<file path="src/rtl/instr_fetch_unit.sv">
// Fetch stage: owns the PC and instruction register and runs a req/ack read
// against instruction memory. Misaligned PCs and memory timeouts raise a sticky fault.
module instr_fetch_unit #(
  parameter logic [31:0] PC_RESET = 32'h0000_0000,
  parameter int          TIMEOUT  = 16,
  parameter int          CNT_W    = 5
) (
  input  logic        clk,
  input  logic        rst,
  input  logic        clk_en,
  input  logic        fetch_start,
  input  logic        pc_load,
  input  logic [31:0] pc_load_val,
  output logic        imem_req,
  output logic [31:0] imem_addr,
  input  logic [31:0] imem_rdata,
  input  logic        imem_ack,
  output logic [31:0] pc,
  output logic [31:0] instr,
  output logic [5:0]  opcode,
  output logic [4:0]  rs,
  output logic [4:0]  rt,
  output logic [4:0]  rd,
  output logic [4:0]  shamt,
  output logic [5:0]  funct,
  output logic [15:0] imm,
  output logic        fetch_done,
  output logic        busy,
  output logic        fault
);

  typedef enum logic [1:0] {
    IDLE  = 2'd0,
    WAIT  = 2'd1,
    DONE  = 2'd2,
    FAULT = 2'd3
  } state_t;

  state_t           state;
  state_t           state_next;
  logic [CNT_W-1:0] count;
  logic             misaligned;
  logic             timeout_hit;

  assign misaligned  = |pc[1:0];
  assign timeout_hit = (count == CNT_W'(TIMEOUT - 1));

  always_ff @(posedge clk) begin
    if (rst) begin
      state <= IDLE;
    end else if (clk_en) begin
      state <= state_next;
    end
  end

  // A PC load in IDLE takes priority over a fetch request in the same cycle.
  always_comb begin
    state_next = state;
    case (state)
      IDLE: begin
        if (!pc_load && fetch_start) begin
          state_next = misaligned ? FAULT : WAIT;
        end
      end
      WAIT: begin
        if (imem_ack) begin
          state_next = DONE;
        end else if (timeout_hit) begin
          state_next = FAULT;
        end
      end
      DONE:    state_next = IDLE;
      FAULT:   state_next = FAULT;
      default: state_next = IDLE;
    endcase
  end

  always_comb begin
    imem_req   = 1'b0;
    fetch_done = 1'b0;
    busy       = 1'b0;
    fault      = 1'b0;
    case (state)
      WAIT: begin
        imem_req = 1'b1;
        busy     = 1'b1;
      end
      DONE: begin
        fetch_done = 1'b1;
        busy       = 1'b1;
      end
      FAULT:   fault = 1'b1;
      default: ;
    endcase
  end

  // PC, instruction register and the WAIT-state timeout counter.
  always_ff @(posedge clk) begin
    if (rst) begin
      pc    <= PC_RESET;
      instr <= 32'h0000_0000;
      count <= '0;
    end else if (clk_en) begin
      case (state)
        IDLE: begin
          if (pc_load) begin
            pc <= pc_load_val;
          end else if (fetch_start && !misaligned) begin
            count <= '0;
          end
        end
        WAIT: begin
          if (imem_ack) begin
            instr <= imem_rdata;
            pc    <= pc + 32'd4;
          end else begin
            count <= count + CNT_W'(1);
          end
        end
        default: ;
      endcase
    end
  end

  assign imem_addr = pc;
  assign opcode    = instr[31:26];
  assign rs        = instr[25:21];
  assign rt        = instr[20:16];
  assign rd        = instr[15:11];
  assign shamt     = instr[10:6];
  assign funct     = instr[5:0];
  assign imm       = instr[15:0];

endmodule

</file>
<file path="config.mk">
export PLATFORM = sky130hd
export DESIGN_NAME = instr_fetch_unit
export DESIGN_NICKNAME = d
export VERILOG_FILES = /design/src/rtl/instr_fetch_unit.sv
export SDC_FILE = /design/constraint.sdc
export NUM_CORES = 1
export LEC_CHECK = 0
export CAP_MARGIN = 10
export CORE_ASPECT_RATIO = 0.75
export CORE_MARGIN = 4
export CORE_UTILIZATION = 44
export CTS_CLUSTER_SIZE = 40
export DETAILED_ROUTE_END_ITERATION = 8
export PLACE_DENSITY_LB_ADDON = 0.25
export SYNTH_ARGS = -nofsm -noshare
export SYNTH_HDL_FRONTEND = slang
export SYNTH_SLANG_ARGS = --single-unit
</file>
<file path="constraint.sdc">
create_clock -name clk -period 5.76 [get_ports clk]
set_clock_uncertainty 0.15 [all_clocks]
set_input_delay 0.864 -clock clk [delete_from_list [all_inputs] [get_ports clk]]
set_output_delay 0.864 -clock clk [all_outputs]
set_load 0.03 [all_outputs]
</file>
==> out/qor.csv <==
stage;metric;value;unit
routing;via count;4786;
timing;fmax;0.300;GHz
floorplan;Die Span Y;95.2;microns
place;Final GP Congestion;0.903;
critical_path;CP max stage cell;or4b_2;
routing;Pre-antenna DRT Iters;5;
pwr;Clock Power Share;0.372;
global_route;initial antenna violation count;1;
outcome;status;completed;
critical_path;slowest stage delay, CP;890;ps
synth;Post-synth top flop;dfxtp_1;
floorplan;core area;9770;sq um
pwr;Power Internal;1.12;mW
pwr;Combinational Power Share;0.280;
routing;Avg WL per Cell;17.5;microns
clocking;root buffer cell;clkbuf_16;
job;number of max-cap violations;0;
finish;fin nets;773;
global_route;Tot GR Track Use;0.234;
floorplan;Initial Utilization;0.456;
place;Port Buf Inserts;217;
min_path;class of the worst hold path;reg2reg;
routing;# DRC;0;
timing;final setup violating endpoints;0;
clocking;post_cts resized;0;
pwr;Net Sw Frac;0.320;
synth;Seq/Total Area, Yosys;0.319;
pwr;PD cells;257;nW/um^2
pwr;peak supply drop;0.129;mV
critical_path;critical path fanouts, max;22;
timing;Fin. Hold Viols;0;
clocking;cts bufs inserted;9;
finish;layout filler cell count;799;
critical_path;crit-path cells;clkdlybuf4s50_1 -> nand2b_1 -> nand3_1 -> or4b_2 -> o211ai_1;
critical_path;Worst EP arrival;3430;ps
synth;syn_area_per_cell;7.66;sq um
clocking;Clock Sinks;71;
synth;Yosys cell types;49;
timing;actual slew at the worst max-slew pin;1150;ps
clocking;hold-fix buffer count after cts;0;
timing;post-layout min period;3330;ps
synth;Mapped Nets;660;
routing;initial drt markers;478;
critical_path;critical path class;in2reg;
timing;pins over their slew limit;0;
synth;Post-Syn Area;4460;sq um
clocking;number of setup buffers added after CTS;0;
timing;Tcrit/Tclk final;0.578;
routing;Antenna Violating Nets Remaining;0;
finish;share of cells above drive strength 1;0.0429;
synth;Yosys top cell by area;dfxtp_1;
clocking;CTS max path bufs;2;
floorplan;# rows;31;
synth;Post-synth ARST share;0;
pwr;leakage power;2.14;nW
timing;relative slew slack;0.236;
clocking;Worst-Skew Late Latency;330;ps
clocking;TritonCTS clock tree;done;
synth;EDFF count, synth;0;
global_route;grt ovf;0;
critical_path;Crit. End Element;register;
routing;Vias/cell;5.75;
place;HPWL after detailed placement;10700;microns
timing;RSZ-0062 raised after global routing;false;
clocking;H-tree depth;3;
floorplan;die width;124;microns
floorplan;Total Die Area;11800;sq um
synth;Syn. warnings;0;
finish;Multi-input gate area;2230;sq um
critical_path;startpoint types;input port;
finish;Synth-to-Final Area Change;43.9;%
routing;final WL;14600;microns
global_route;vias in the first global route;4478;
finish;# diodes;0;
pwr;switching pwr;0.527;mW
finish;Storage cell area;1420;sq um
timing;total negative slack;0;ps
synth;cells taking the most area after synthesis;dfxtp_1, buf_4, nand2_1;
synth;Mapped Cells;582;
global_route;first-pass GRT wire length;22700;microns
global_route;largest net degree at the start of global routing;41;
clocking;clock transition at the registers of the reported paths;60;ps
synth;post-synth top area share;0.319;
synth;register bit total from synthesis;71;
critical_path;WP data required;5860;ps
floorplan;Ports;218;
timing;Min Hold Slack;325;ps
pwr;sequential share of power;0.348;
## final cells by class
cell class	instances	area share
tap	132	0.0258
sequential	71	0.222
clock inverter	5	0.0125
clock buffer	11	0.0394
timing repair buffer	221	0.344
multi-input combinational	378	0.349
inverter	14	0.00820
## cell usage in the layout (no fill, tap or decap), types with 7 or more instances in the layout
| cell type | Yosys | final |
|---|---|---|
| ha_1 | 8 | 7 |
| o21ai_0 | 16 | 16 |
| nor3_1 | 8 | 8 |
| nor2b_1 | 23 | 23 |
| inv_1 | 14 | 14 |
| and2_1 | 7 | 7 |
| dfxtp_1 | 71 | 71 |
| mux2i_1 | 14 | 14 |
| nand3_1 | 19 | 19 |
| nand2_1 | 86 | 86 |
| nor2_1 | 23 | 23 |
| nand4_1 | 19 | 19 |
| o211ai_1 | 9 | 9 |
| a21oi_1 | 56 | 56 |
| clkbuf_16 | 0 | 9 |
| clkdlybuf4s50_1 | 0 | 216 |
## sequential cells by signal, indices dropped and copies added, names as in the netlist
name and flops:
imem_addr 32, instr 32, count 5, state 2
## worst max-delay path: cells and delay by family
kind | cells | cell delay, ps
simple gates | 3 | 1910
buf+inv | 1 | 550
compound gates | 1 | 100
## worst paths after layout
| check | from | end | slack (ps) | cells past startpoint |
|---|---|---|---|---|
| min | instr[18] | instr[18] | 320 | 2 |
| max reg2reg | state[1] | imem_addr[23] | 2510 | 6 |
| min reg2reg | instr[18] | instr[18] | 320 | 2 |
| max | pc_load | imem_addr[23] | 2430 | 5 |
## cells in the mapped netlist (all sizes together) (3+ instances only)
master,count
a211oi,3
a21oi,56
a22oi,3
a31oi,6
and2,7
and3,6
and4,6
buf,86
clkbuf,33
dfxtp,71
ha,8
inv,14
mux2i,14
nand2,86
nand2b,4
nand3,19
nand4,19
nor2,23
nor2b,23
nor3,9
nor4,6
o211ai,9
o21ai,16
o311ai,3
o31a,3
o31ai,4
o32ai,5
or3,6
or4,6
or4b,3
## power by group through the flow
stage,clock [mW],sequential (mW),combinational [mW]
final,0.613,0.573,0.462
after global routing,0.645,0.578,0.490
after CTS,0.624,0.571,0.458
after detailed placement,0,0.582,0.456
after global placement,0,0.579,0.449
after floorplan,0,0.617,0.251
## layer usage
| metal | vias to the layer above | wire (microns) | track usage |
|---|---|---|---|
| li1 | 2219 | - | - |
| met1 | 2239 | 6160 | 0.309 |
| met2 | 294 | 6630 | 0.377 |
| met3 | 32 | 1540 | 0.0711 |
| met4 | 2 | 197 | 0.0639 |
| met5 | - | 13 | 0 |
## through the flow
stage,std cells,utilization,worst slack (ps),power (mW),area (sq um)
6_report,832,0.656,2430,1.65,6410
4_1_cts,831,0.654,2230,1.65,6400
3_5_place_dp,815,0.620,2030,1.04,6060
5_1_grt,832,0.656,2260,1.71,6410
2_1_floorplan,582,-,3270,0.869,4460
3_3_place_gp,815,0.620,2220,1.03,6060
## kinds of logic after synthesis
family | share of synthesized area
AOI/OAI and AO/OA | 0.184
DFF | 0.319
adders and majority gates | 0.0225
and+or+nand+nor | 0.259
buffers and inverters | 0.182
muxes | 0.0340
No activity file was read; power rests on OpenSTA's default activity.
==> RTL change 1 (config.mk and constraints unchanged) <==
Encoding of `state_t`: now one-hot (4 bits for 4 states).
--- a/src/rtl/instr_fetch_unit.sv
+++ b/src/rtl/instr_fetch_unit.sv
@@ -29,11 +29,11 @@
   output logic        fault
 );
 
-  typedef enum logic [1:0] {
-    IDLE  = 2'd0,
-    WAIT  = 2'd1,
-    DONE  = 2'd2,
-    FAULT = 2'd3
+  typedef enum logic [3:0] {
+    IDLE  = 4'b0001,
+    WAIT  = 4'b0010,
+    DONE  = 4'b0100,
+    FAULT = 4'b1000
   } state_t;
 
   state_t           state;
Behaviour: same outputs for any inputs over 4 cycles, from zero or initial values and one cycle with rst high; so few cycles prove little.
==> RTL change 1 against the original RTL <==
Synthesized area is 4.8% lower; register-to-register slack better by 0.24 ns; sequential cell count is 2 higher; cell area is 4.0% lower; routed wire length is 8.7% lower; fmax is 8.9% lower; non-clock buffer count is 1 higher; setup slack worse by 0.32 ns; total power is 9.1% lower; critical path type is now flip-flop to output port; largest cell class is now non-clock buffers; largest power group is now registers.
==> RTL change 1: results (changes against the original RTL) <==
[metrics] Worst Reg2Reg Path Length in Cells: 5 (was 6)
[metrics] wire length per cell after detailed routing: 16.2 um (was 17.5 um)
[metrics] max_slew headroom: 0.361 (was 0.236)
[metrics] critical path peak fanout: 25 (was 22)
[metrics] worst setup slack after placement: 2.48 ns (was 2.03 ns)
[metrics] Critical Path Slowest Stage Cell: sky130_fd_sc_hd__or4b_2 (unchanged)
[metrics] CP delay by family, top: buffers and inverters (was simple AND/OR/NAND/NOR gates)
[metrics] Worst R2R Setup Slack: 2.75 ns (was 2.51 ns)
[metrics] routability congestion estimate from global placement: 0.824 (was 0.903)
[metrics] arrival time worst endpoint: 2.64 ns (was 3.43 ns)
[metrics] Detailed Place HPWL: 9620 um (was 10700 um)
[metrics] leakage power: 0.00216 uW (was 0.00214 uW)
[metrics] number of non-filler instances in the completed layout: 822 (was 832)
[metrics] shortest period the worst path allows: 3.65 ns (was 3.33 ns)
[metrics] maximum number of pins on one net before global-route repair: 68 (was 41)
[metrics] Synth Net Count: 640 (was 660)
[metrics] first-pass GRT wire length: 20800 um (was 22700 um)
[metrics] global-route usage over all layers: 0.223 (was 0.234)
[metrics] unique cell type count in the Yosys netlist: 46 (was 49)
[metrics] sequential fraction of the synthesis area: 0.345 (was 0.319)
[metrics] Avg Vias per Cell: 5.43 (was 5.75)
[metrics] highest cell delay on the worst timing path: 0.70 ns (was 0.89 ns)
[metrics] Worst IR Drop VDD: 0.000169 V (was 0.000129 V)
[metrics] outcome: complete, no violations (unchanged)
[metrics] number of filler instances in the final layout: 825 (was 799)
[metrics] dpl cells: 804 (was 815)
[metrics] Nets: 762 (was 773)
[metrics] antenna violations before repair: 0 (was 1)
[metrics] syn_area_per_cell: 7.48 um2 (was 7.66 um2)
[metrics] fraction of layout cells with a size suffix above 1: 0.0418 (was 0.0429)
[metrics] worst setup path startpoint: state[3] (was pc_load)
[RTL change 1: cell types whose count changed after synthesis, moves of 8 or more]
cell	before	now
sky130_fd_sc_hd__clkbuf_1	33	16
sky130_fd_sc_hd__inv_1	14	4
sky130_fd_sc_hd__nand4_1	19	11
sky130_fd_sc_hd__nor2_1	23	35
sky130_fd_sc_hd__o21ai_0	16	28
sky130_fd_sc_hd__o211ai_1	9	0
sky130_fd_sc_hd__mux2i_1	14	5
sky130_fd_sc_hd__nor2b_1	23	2
sky130_fd_sc_hd__nand2_1	86	114
sky130_fd_sc_hd__a32o_1	0	8
[RTL change 1: worst min path at each step]
stage,start,end,slack [ns],cells past startpoint
global placement,instr[16],instr[16],0.31,2
global route,instr[16],instr[16],0.34,2
floorplan,count[3],count[3],0.30,2
detailed placement,instr[23],instr[23],0.31,2
finish,instr[16],instr[16],0.32,2
CTS,instr[23],instr[23],0.32,2
[RTL change 1: worst min-delay path, delay by kind of cell (launching register included)]
family	cells	cell delay (ns)
AND/OR/NAND/NOR	1	0.05
AO/OA/AOI/OAI	1	0.05
flip-flops	1	0.31
[RTL change 1: kinds of logic after synthesis]
family	share of synthesized area
AOI/OAI and AO/OA	0.185
adders and majority gates	0.00885
buffers and inverters	0.185
DFF	0.345
muxes	0.0118
and+or+nand+nor	0.265
[RTL change 1: power breakdown]
part / switching, uW / internal [uW] / total [uW]
Combinational: 207 / 162 / 369
Clock: 207 / 346 / 552
Sequential: 44.5 / 532 / 576
[RTL change 1: through the flow]
step	hold slack (ns)	utilization	instance area, um2
2_1_floorplan	0.304	-	4240
3_3_place_gp	0.306	0.631	5830
3_5_place_dp	0.312	0.631	5830
4_1_cts	0.320	0.663	6130
5_1_grt	0.340	0.666	6150
6_report	0.317	0.666	6150
[RTL change 1: final cells by class]
| class | instances | share of cell area |
|---|---|---|
| repair buffers | 222 | 0.360 |
| multi-input cells | 378 | 0.325 |
| flip-flops and latches | 73 | 0.238 |
| clock buffers | 11 | 0.0395 |
| well taps | 128 | 0.0260 |
| clock inverters | 5 | 0.00895 |
| inverters | 5 | 0.00305 |
[RTL change 1: metal layers]
layer | up-vias | GRT usage | share of wire
met5 | - | 0 | 0
met4 | 0 | 0.0401 | 0.0084
met3 | 12 | 0.0641 | 0.082
met2 | 197 | 0.377 | 0.49
met1 | 2106 | 0.286 | 0.42
li1 | 2149 | - | -
==> RTL change 2 (same settings) <==
Without the edit above. Change the parameter `CNT_W` from 5 to 10.
--- a/src/rtl/instr_fetch_unit.sv
+++ b/src/rtl/instr_fetch_unit.sv
@@ -3,7 +3,7 @@
 module instr_fetch_unit #(
   parameter logic [31:0] PC_RESET = 32'h0000_0000,
   parameter int          TIMEOUT  = 16,
-  parameter int          CNT_W    = 5
+  parameter int          CNT_W    = 10
 ) (
   input  logic        clk,
   input  logic        rst,
Check against the original RTL: same outputs for any inputs over 4 cycles, from zero or initial values and one cycle with rst high; that may be too few to reach the edited logic, so the function may still have changed.
==> RTL change 2 against the original RTL <==
Setup slack improved by 0.41 ns; via count fell by 5.2%; routed wire length decreased by 6.6%; cell count is 0.24% higher; clock power fell by 11%; cell area shrank 1.1%; sequential cell count grew 5; synthesized area is 0.93% lower; core utilization shrank 0.43 points; total power fell by 4.5%; critical endpoint is now imem_addr[9]; highest routed layer is now met4.
==> RTL change 2: results (changes against the original RTL) <==
[metrics] Worst Reg2Reg Path Length in Cells: 7 (was 6)
[metrics] unique cell type count in the Yosys netlist: 55 (was 49)
[metrics] routability congestion estimate from global placement: 0.860 (was 0.903)
[metrics] syn_area_per_cell: 7.64 um2 (was 7.66 um2)
[metrics] combined flip-flop and latch cell area: 1520 um2 (was 1420 um2)
[metrics] Clock buf/inv share: 0.0450 (was 0.0519)
[metrics] outcome: complete, no violations (unchanged)
[metrics] Worst R2R Setup Slack: 2.99 ns (was 2.51 ns)
[metrics] startpoint of the worst hold path: instr[17] (was instr[18])
[metrics] Crit Reg-Reg Endpoint: imem_addr[21] (was imem_addr[23])
[metrics] Critical Path Slowest Stage Cell: sky130_fd_sc_hd__and4_1 (was sky130_fd_sc_hd__or4b_2)
[metrics] vias in the first global route: 4269 (was 4478)
[metrics] Worst IR Drop VDD: 0.000120 V (was 0.000129 V)
[metrics] first-pass GRT wire length: 20900 um (was 22700 um)
[metrics] vias after detailed routing: 4538 (was 4786)
[metrics] buffers outside the clock class: 222 (was 221)
[metrics] 1st-iter DRT viols: 464 (was 478)
[metrics] arrival time worst endpoint: 2.99 ns (was 3.43 ns)
[metrics] clk_buf instances: 13 (was 11)
[metrics] area of the multi-input gates: 2120 um2 (was 2230 um2)
[metrics] leakage power: 0.00213 uW (was 0.00214 uW)
[metrics] highest cell delay on the worst timing path: 0.85 ns (was 0.89 ns)
[metrics] count of non-CTS inverters in the layout: 13 (was 14)
[metrics] worst setup path startpoint: imem_ack (was pc_load)
[metrics] Detailed Place HPWL: 9800 um (was 10700 um)
[metrics] global-route usage over all layers: 0.223 (was 0.234)
[metrics] Synth Net Count: 655 (was 660)
[metrics] fraction of layout cells with a size suffix above 1: 0.0342 (was 0.0429)
[metrics] maximum number of pins on one net before global-route repair: 73 (was 41)
[metrics] biggest area contributors in the synthesized netlist: sky130_fd_sc_hd__dfxtp_1, sky130_fd_sc_hd__buf_4, sky130_fd_sc_hd__nand2_1, sky130_fd_sc_hd__a21oi_1, sky130_fd_sc_hd__nor2_1 (was sky130_fd_sc_hd__dfxtp_1, sky130_fd_sc_hd__buf_4, sky130_fd_sc_hd__nand2_1, sky130_fd_sc_hd__a21oi_1, sky130_fd_sc_hd__nor2b_1)
## RTL change 2: cell count changes after synthesis, moves of 7 or more
cell / before / now
sky130_fd_sc_hd__nor2b_1: 23 / 7
sky130_fd_sc_hd__xnor2_1: 0 / 7
sky130_fd_sc_hd__nand4_1: 19 / 12
sky130_fd_sc_hd__mux2i_1: 14 / 4
sky130_fd_sc_hd__nor2_1: 23 / 30
sky130_fd_sc_hd__and2_1: 7 / 0
sky130_fd_sc_hd__a21oi_1: 56 / 65
sky130_fd_sc_hd__and3_1: 6 / 13
## RTL change 2: kinds of logic (layout without fill, tap and decap cells)
logic type	count (synthesis)	count (layout)	synth area share
AO/OA/AOI/OAI	127	127	0.173
XOR/XNOR	8	8	0.0159
adder cells (fa/ha/maj)	7	7	0.0198
buffers and inverters	126	250	0.176
flip-flops	76	76	0.345
multiplexers	5	5	0.0116
AND/OR/NAND/NOR	229	229	0.260
## RTL change 2: metal layers
layer  share of wire  GRT usage  up-vias  wire (um)
met1            0.41      0.271     2119       5530
li1                -          -     2186          -
met4           0.012     0.0599        0        169
met2            0.48      0.371      216       6540
met5               0          0        -          0
met3            0.10     0.0862       17       1360
## RTL change 2: stage by stage
| stage | util | hold slack, ns | worst slack, ns | std cells |
|---|---|---|---|---|
| 6_report | 0.652 | 0.323 | 2.84 | 834 |
| 5_1_grt | 0.652 | 0.345 | 2.71 | 834 |
| 4_1_cts | 0.652 | 0.325 | 2.91 | 834 |
| 3_5_place_dp | 0.622 | 0.314 | 2.56 | 819 |
| 3_3_place_gp | 0.622 | 0.306 | 2.63 | 819 |
| 2_1_floorplan | - | 0.315 | 3.27 | 578 |
## RTL change 2: where the power goes
group          internal (uW)  switching, uW
Combinational            183            241
Sequential               555           46.8
Clock                    345            203
Total                   1080            491
